$ cat src/rtl/sipo_deser_if.sv
// rtl/sipo_deser_if.sv - bit-strobe input and parallel-word output bundle for sipo_deser
interface sipo_deser_if #(
    parameter int WIDTH = 8
);
    localparam int CW = $clog2(WIDTH);

    logic          En;
    logic          Din;
    logic [WIDTH-1:0] Dout;
    logic          Valid;
    logic          Busy;
    logic [CW-1:0] Cnt;

    // master is the serial source side, slave is the deserializer
    modport master (
        output En, Din,
        input  Dout, Valid, Busy, Cnt
    );

    modport slave (
        input  En, Din,
        output Dout, Valid, Busy, Cnt
    );
endinterface

$ cat src/rtl/sipo_deser.sv
// rtl/sipo_deser.sv - serial-in/parallel-out deserializer with async Ra and sync Rs clears
module sipo_deser #(
    parameter int WIDTH     = 8,
    parameter bit MSB_FIRST = 1'b1
) (
    input  logic        clk0,
    input  logic        Ra,
    input  logic        Rs,
    sipo_deser_if.slave bus
);
    localparam int CW = $clog2(WIDTH);
    localparam logic [CW-1:0] LAST = CW'(WIDTH - 1);

    typedef enum logic {
        IDLE  = 1'b0,
        SHIFT = 1'b1
    } state_t;

    state_t           state_q, state_d;
    logic [WIDTH-1:0] sr_q, sr_d;
    logic [WIDTH-1:0] dout_q, dout_d;
    logic [WIDTH-1:0] shifted;
    logic [CW-1:0]    cnt_q, cnt_d;
    logic             valid_q, valid_d;

    always_comb begin
        if (MSB_FIRST) begin
            shifted = {sr_q[WIDTH-2:0], bus.Din};
        end else begin
            shifted = {bus.Din, sr_q[WIDTH-1:1]};
        end
    end

    always_comb begin
        state_d = state_q;
        sr_d    = sr_q;
        cnt_d   = cnt_q;
        dout_d  = dout_q;
        valid_d = 1'b0;
        if (Rs) begin
            state_d = IDLE;
            sr_d    = '0;
            cnt_d   = '0;
            dout_d  = '0;
        end else if (bus.En) begin
            sr_d = shifted;
            // completing edge publishes the word including the bit sampled now
            if (cnt_q == LAST) begin
                state_d = IDLE;
                cnt_d   = '0;
                dout_d  = shifted;
                valid_d = 1'b1;
            end else begin
                state_d = SHIFT;
                cnt_d   = cnt_q + 1'b1;
            end
        end
    end

    always_ff @(posedge clk0 or posedge Ra) begin
        if (Ra) begin
            state_q <= IDLE;
            sr_q    <= '0;
            cnt_q   <= '0;
            dout_q  <= '0;
            valid_q <= 1'b0;
        end else begin
            state_q <= state_d;
            sr_q    <= sr_d;
            cnt_q   <= cnt_d;
            dout_q  <= dout_d;
            valid_q <= valid_d;
        end
    end

    assign bus.Dout  = dout_q;
    assign bus.Valid = valid_q;
    assign bus.Cnt   = cnt_q;
    assign bus.Busy  = (cnt_q != '0);
endmodule

$ cat src/flat_wrapper.sv
// flat-port wrapper written by rule: the top's interface ports become plain ports
module sipo_deser_flat 
#(
    parameter int WIDTH     = 8,
    parameter bit MSB_FIRST = 1'b1
)
  (clk0, Ra, Rs, bus_En, bus_Din, bus_Dout, bus_Valid, bus_Busy, bus_Cnt);
  sipo_deser_if #(.WIDTH(WIDTH)) bus_i ();
  input  logic clk0;
  input  logic Ra;
  input  logic Rs;
  input wire logic [$bits(bus_i.En)-1:0] bus_En;
  input wire logic [$bits(bus_i.Din)-1:0] bus_Din;
  output wire logic [$bits(bus_i.Dout)-1:0] bus_Dout;
  output wire logic [$bits(bus_i.Valid)-1:0] bus_Valid;
  output wire logic [$bits(bus_i.Busy)-1:0] bus_Busy;
  output wire logic [$bits(bus_i.Cnt)-1:0] bus_Cnt;
  assign bus_i.En = bus_En;
  assign bus_i.Din = bus_Din;
  assign bus_Dout = bus_i.Dout;
  assign bus_Valid = bus_i.Valid;
  assign bus_Busy = bus_i.Busy;
  assign bus_Cnt = bus_i.Cnt;
  sipo_deser #(.WIDTH(WIDTH), .MSB_FIRST(MSB_FIRST)) u_core (.clk0(clk0), .Ra(Ra), .Rs(Rs), .bus(bus_i));
endmodule
$ cat config.mk
export PLATFORM = sky130hd
export DESIGN_NAME = sipo_deser_flat
export DESIGN_NICKNAME = d
export VERILOG_FILES = /design/src/rtl/sipo_deser_if.sv /design/src/rtl/sipo_deser.sv /design/src/flat_wrapper.sv
export SDC_FILE = /design/constraint.sdc
export NUM_CORES = 1
export LEC_CHECK = 0
export BUFFER_PORTS_ARGS = -buffer_cell sky130_fd_sc_hd__clkbuf_2
export CAP_MARGIN = 20
export CORE_ASPECT_RATIO = 1.25
export CORE_MARGIN = 5
export CORE_UTILIZATION = 47
export CTS_CLUSTER_DIAMETER = 100
export DETAILED_ROUTE_END_ITERATION = 7
export PLACE_DENSITY = 0.72
export SYNTH_ARGS = -nofsm -noshare
export SYNTH_HDL_FRONTEND = slang
export SYNTH_SLANG_ARGS = --single-unit
$ cat constraint.sdc
create_clock -name clk0 -period 1.5 [get_ports clk0]
set_clock_uncertainty 0.1 [all_clocks]
set_input_delay 0.3 -clock clk0 [delete_from_list [all_inputs] [get_ports clk0]]
set_output_delay 0.3 -clock clk0 [all_outputs]
set_load 0.01 [all_outputs]
==> results.yml <==
timing:
  min_period_over_period_pct: 106
  rsz0062_at_grt: "yes"
  fmax_mhz: 630
  setup_ws_ns: -0.0876
  min_period_ns: 1.59
  setup_violations: 10
  maxSlewViolCount: 0
  final.setup.tns_ns: -0.461
  tightest_slew_ns: 0.244
  hold_violations: 0
  slew_headroom_pct: 83.7
critical_path:
  startpoint_type: "flip-flop"
  reg2reg_to: "u_core.bus.Cnt[0]$_DFFE_PP0P_"
  cpMostUsedCell: "ha_4"
  worstPathCellList: "buf_4, ha_4, ha_4, or4b_4, o31ai_2"
  cp_slowest_cell: "or4b_4"
  r2r_cells: 5
  cp_slowest_stage_delay_ns: 0.48
  cp.required_ns: 1.61
  cp.arrival_ns: 1.70
  r2r_slack_ns: -0.09
  worstPathMaxFanout: 2
  critPathCaptureType: "flip-flop"
  r2r_start: "u_core.bus.Cnt[0]$_DFFE_PP0P_"
  critical_path_class: "reg -> reg"
min_path:
  whs_endpoint: "u_core.bus.Dout[0]$_DFFE_PP0P_"
  min_path_type: "in -> reg"
  holdPathStages: 3
  hold_path_startpoint: "bus_Din"
cts:
  cts_tree: "done"
  clk_pin_slew_ns: 0.11
  clkSinkCount: 19
  htree_num_levels: 1
  clk_latency_ns: 0.29
  cts_buffer_depth: 2
  cts_buffers: 3
  ctsRootBufferMaster: "clkbuf_4"
synthesis:
  syn-num-nets: 87
  synthCells: 79
  synthDistinctLibCells: 14
  yosysTopAreaCellShare_pct: 53.2
  seq_area_frac_synth_pct: 53.2
  synth.ff_latch_count: 19
  synth_top_area_cell: "dfrtp_1"
  syn_area_um2: 893
  yosysWarnings: 0
  syn_area_per_cell_um2: 11.3
  synth_area_leaders: "dfrtp_1 (53%), mux2i_1 (10%), a21bo_2 (9.0%)"
pwr:
  ir_drop_v: 0.000658
  p_total_w: 0.000906
  p_int_w: 0.000680
  swShare_pct: 25.0
  p_seq_share_pct: 58.0
  power_leakage_nw: 0.581
  clock_power_share_pct: 28.1
  p_sw_w: 0.000226
  pwr-share-comb_pct: 13.9
  power_density_nw_per_um2: 796
die:
  core_um2: 1790
  io_pins: 18
  fp.dieH_um: 58.7
  initial_core_util_pct: 50.0
  dieWidth_um: 49.0
  rows: 17
  dieArea_um2: 2880
finish:
  drive_gt1_share_pct: 45.7
  fillCellCount: 138
  antenna-diode-count: 0
  area_growth_pct: 27.3
  final_nets: 114
  layout_commonest_cell: "dfrtp_1"
  layout_common_cells: "dfrtp_1 (19), clkbuf_2 (15), nor2_1 (10), mux2i_1 (9), buf_4 (9)"
placed_design:
  gp_congestion: 0.694
  dp.final_hpwl_um: 1110
  io_buffers: 17
global_route:
  grt_use_total_pct: 13.1
  grt_max_degree: 20
  overflow: 0
  grt_pass1_vias: 628
  antenna_found_initial: 0
  grt_pass1_wl_um: 2950
routing:
  vias: 635
  drt-wirelength-per-cell_um: 13.3
  ant_nets: 0
  route.detailed.drc: 0
  drt_wl_total_um: 1660
  dr.pass1.iters: 4
  drt_iter0_drc: 11
  drt-vias-per-instance: 5.12
outcome:
  violations: "negative setup slack"
  status: "complete, but fails checks"
job:
  drv_cap: 0
## worst max path at each step
stage	cells after the start	slack, ns	end	start
after global routing	5	-0.14	bus_Busy	u_core.bus.Cnt[0]$_DFFE_PP0P_
after global placement	4	0.08	u_core.bus.Cnt[0]$_DFFE_PP0P_	u_core.bus.Cnt[1]$_DFFE_PP0P_
final	5	-0.09	u_core.bus.Cnt[0]$_DFFE_PP0P_	u_core.bus.Cnt[0]$_DFFE_PP0P_
after CTS	5	-0.09	u_core.bus.Cnt[0]$_DFFE_PP0P_	u_core.bus.Cnt[0]$_DFFE_PP0P_
after floorplan	5	-0.11	u_core.bus.Cnt[0]$_DFFE_PP0P_	u_core.bus.Cnt[1]$_DFFE_PP0P_
after detailed placement	4	0.04	u_core.bus.Cnt[0]$_DFFE_PP0P_	u_core.bus.Cnt[0]$_DFFE_PP0P_
## cells in the mapped netlist, drive strengths merged
| cell | number |
|---|---|
| a21bo | 8 |
| a21oi | 8 |
| buf | 7 |
| dfrtp | 19 |
| ha | 3 |
| inv | 3 |
| mux2i | 9 |
| nand2 | 1 |
| nand2b | 1 |
| nand3 | 8 |
| nor2 | 10 |
| o31ai | 1 |
| or4b | 1 |
## layout make-up
type / count / area (µm²) / area share (%)
sequential: 19 / 475 / 41.8
multi-input combinational: 50 / 403 / 35.4
timing repair buffer: 29 / 191 / 16.8
tap: 19 / 23.8 / 2.09
clock buffer: 3 / 22.5 / 1.98
inverter: 3 / 16.3 / 1.43
clock inverter: 1 / 5.00 / 0.440
## metal layers
layer  GRT usage [%]  wire length, µm  vias up
met4            6.54               16        0
met1            16.8              732      304
met3            4.30               69        2
met2            19.8              838        8
met5               0                0        -
li1                -                -      321
## metrics by stage
step	setup slack (ns)	area, µm²	util (%)	instances	hold slack, ns
6_report	-0.0876	1140	63.7	124	0.141
5_1_grt	-0.136	1140	63.7	124	0.143
4_1_cts	-0.0856	1110	62.0	123	0.131
3_5_place_dp	0.0391	1020	56.9	115	0.223
3_3_place_gp	0.0803	1020	56.9	115	0.208
2_1_floorplan	-0.105	908	-	79	0.151
## cells by family (layout without fill, tap and decap cells)
kind of cell | count (synthesis) | after routing | synth area share, %
buffers and inverters | 10 | 36 | 7.28
multiplexers | 9 | 9 | 10.1
AND/OR/NAND/NOR | 21 | 21 | 10.9
adder cells (fa/ha/maj) | 3 | 3 | 4.20
flip-flops | 19 | 19 | 53.2
AO/OA/AOI/OAI | 17 | 17 | 14.3
## registers in the layout (all words and copies together) (netlist names)
register / cells
u_core.bus.Cnt: 3
u_core.bus.Dout: 8
u_core.bus.Valid: 1
u_core.sr_q: 7
## power by group through the flow
stage	combinational (W)	clock [W]	sequential, W
global route	0.000141	0.000288	0.000527
detailed placement	0.0000902	0	0.000535
floorplan	0.0000563	0	0.000538
finish	0.000126	0.000255	0.000525
global placement	0.0000886	0	0.000535
CTS	0.000114	0.000265	0.000525
## worst max-delay path, delay by kind of cell, from the launching register on
kind	cells	cell delay, ns
compound gates	1	0.07
fa+ha+maj	2	0.31
buf+inv	1	0.14
flops	1	0.41
simple gates	1	0.48
## what timing repair did
action / in CTS / in global routing
buffers inserted: 3 / 1
hold buffers: 1 / 0
pin swaps: 0 / 1
resized for setup: 8 / 7
endpoints found under the setup margin: 1 / 11
endpoints found under the hold margin: 19 / 0
(Power assumes the default switching activity.)
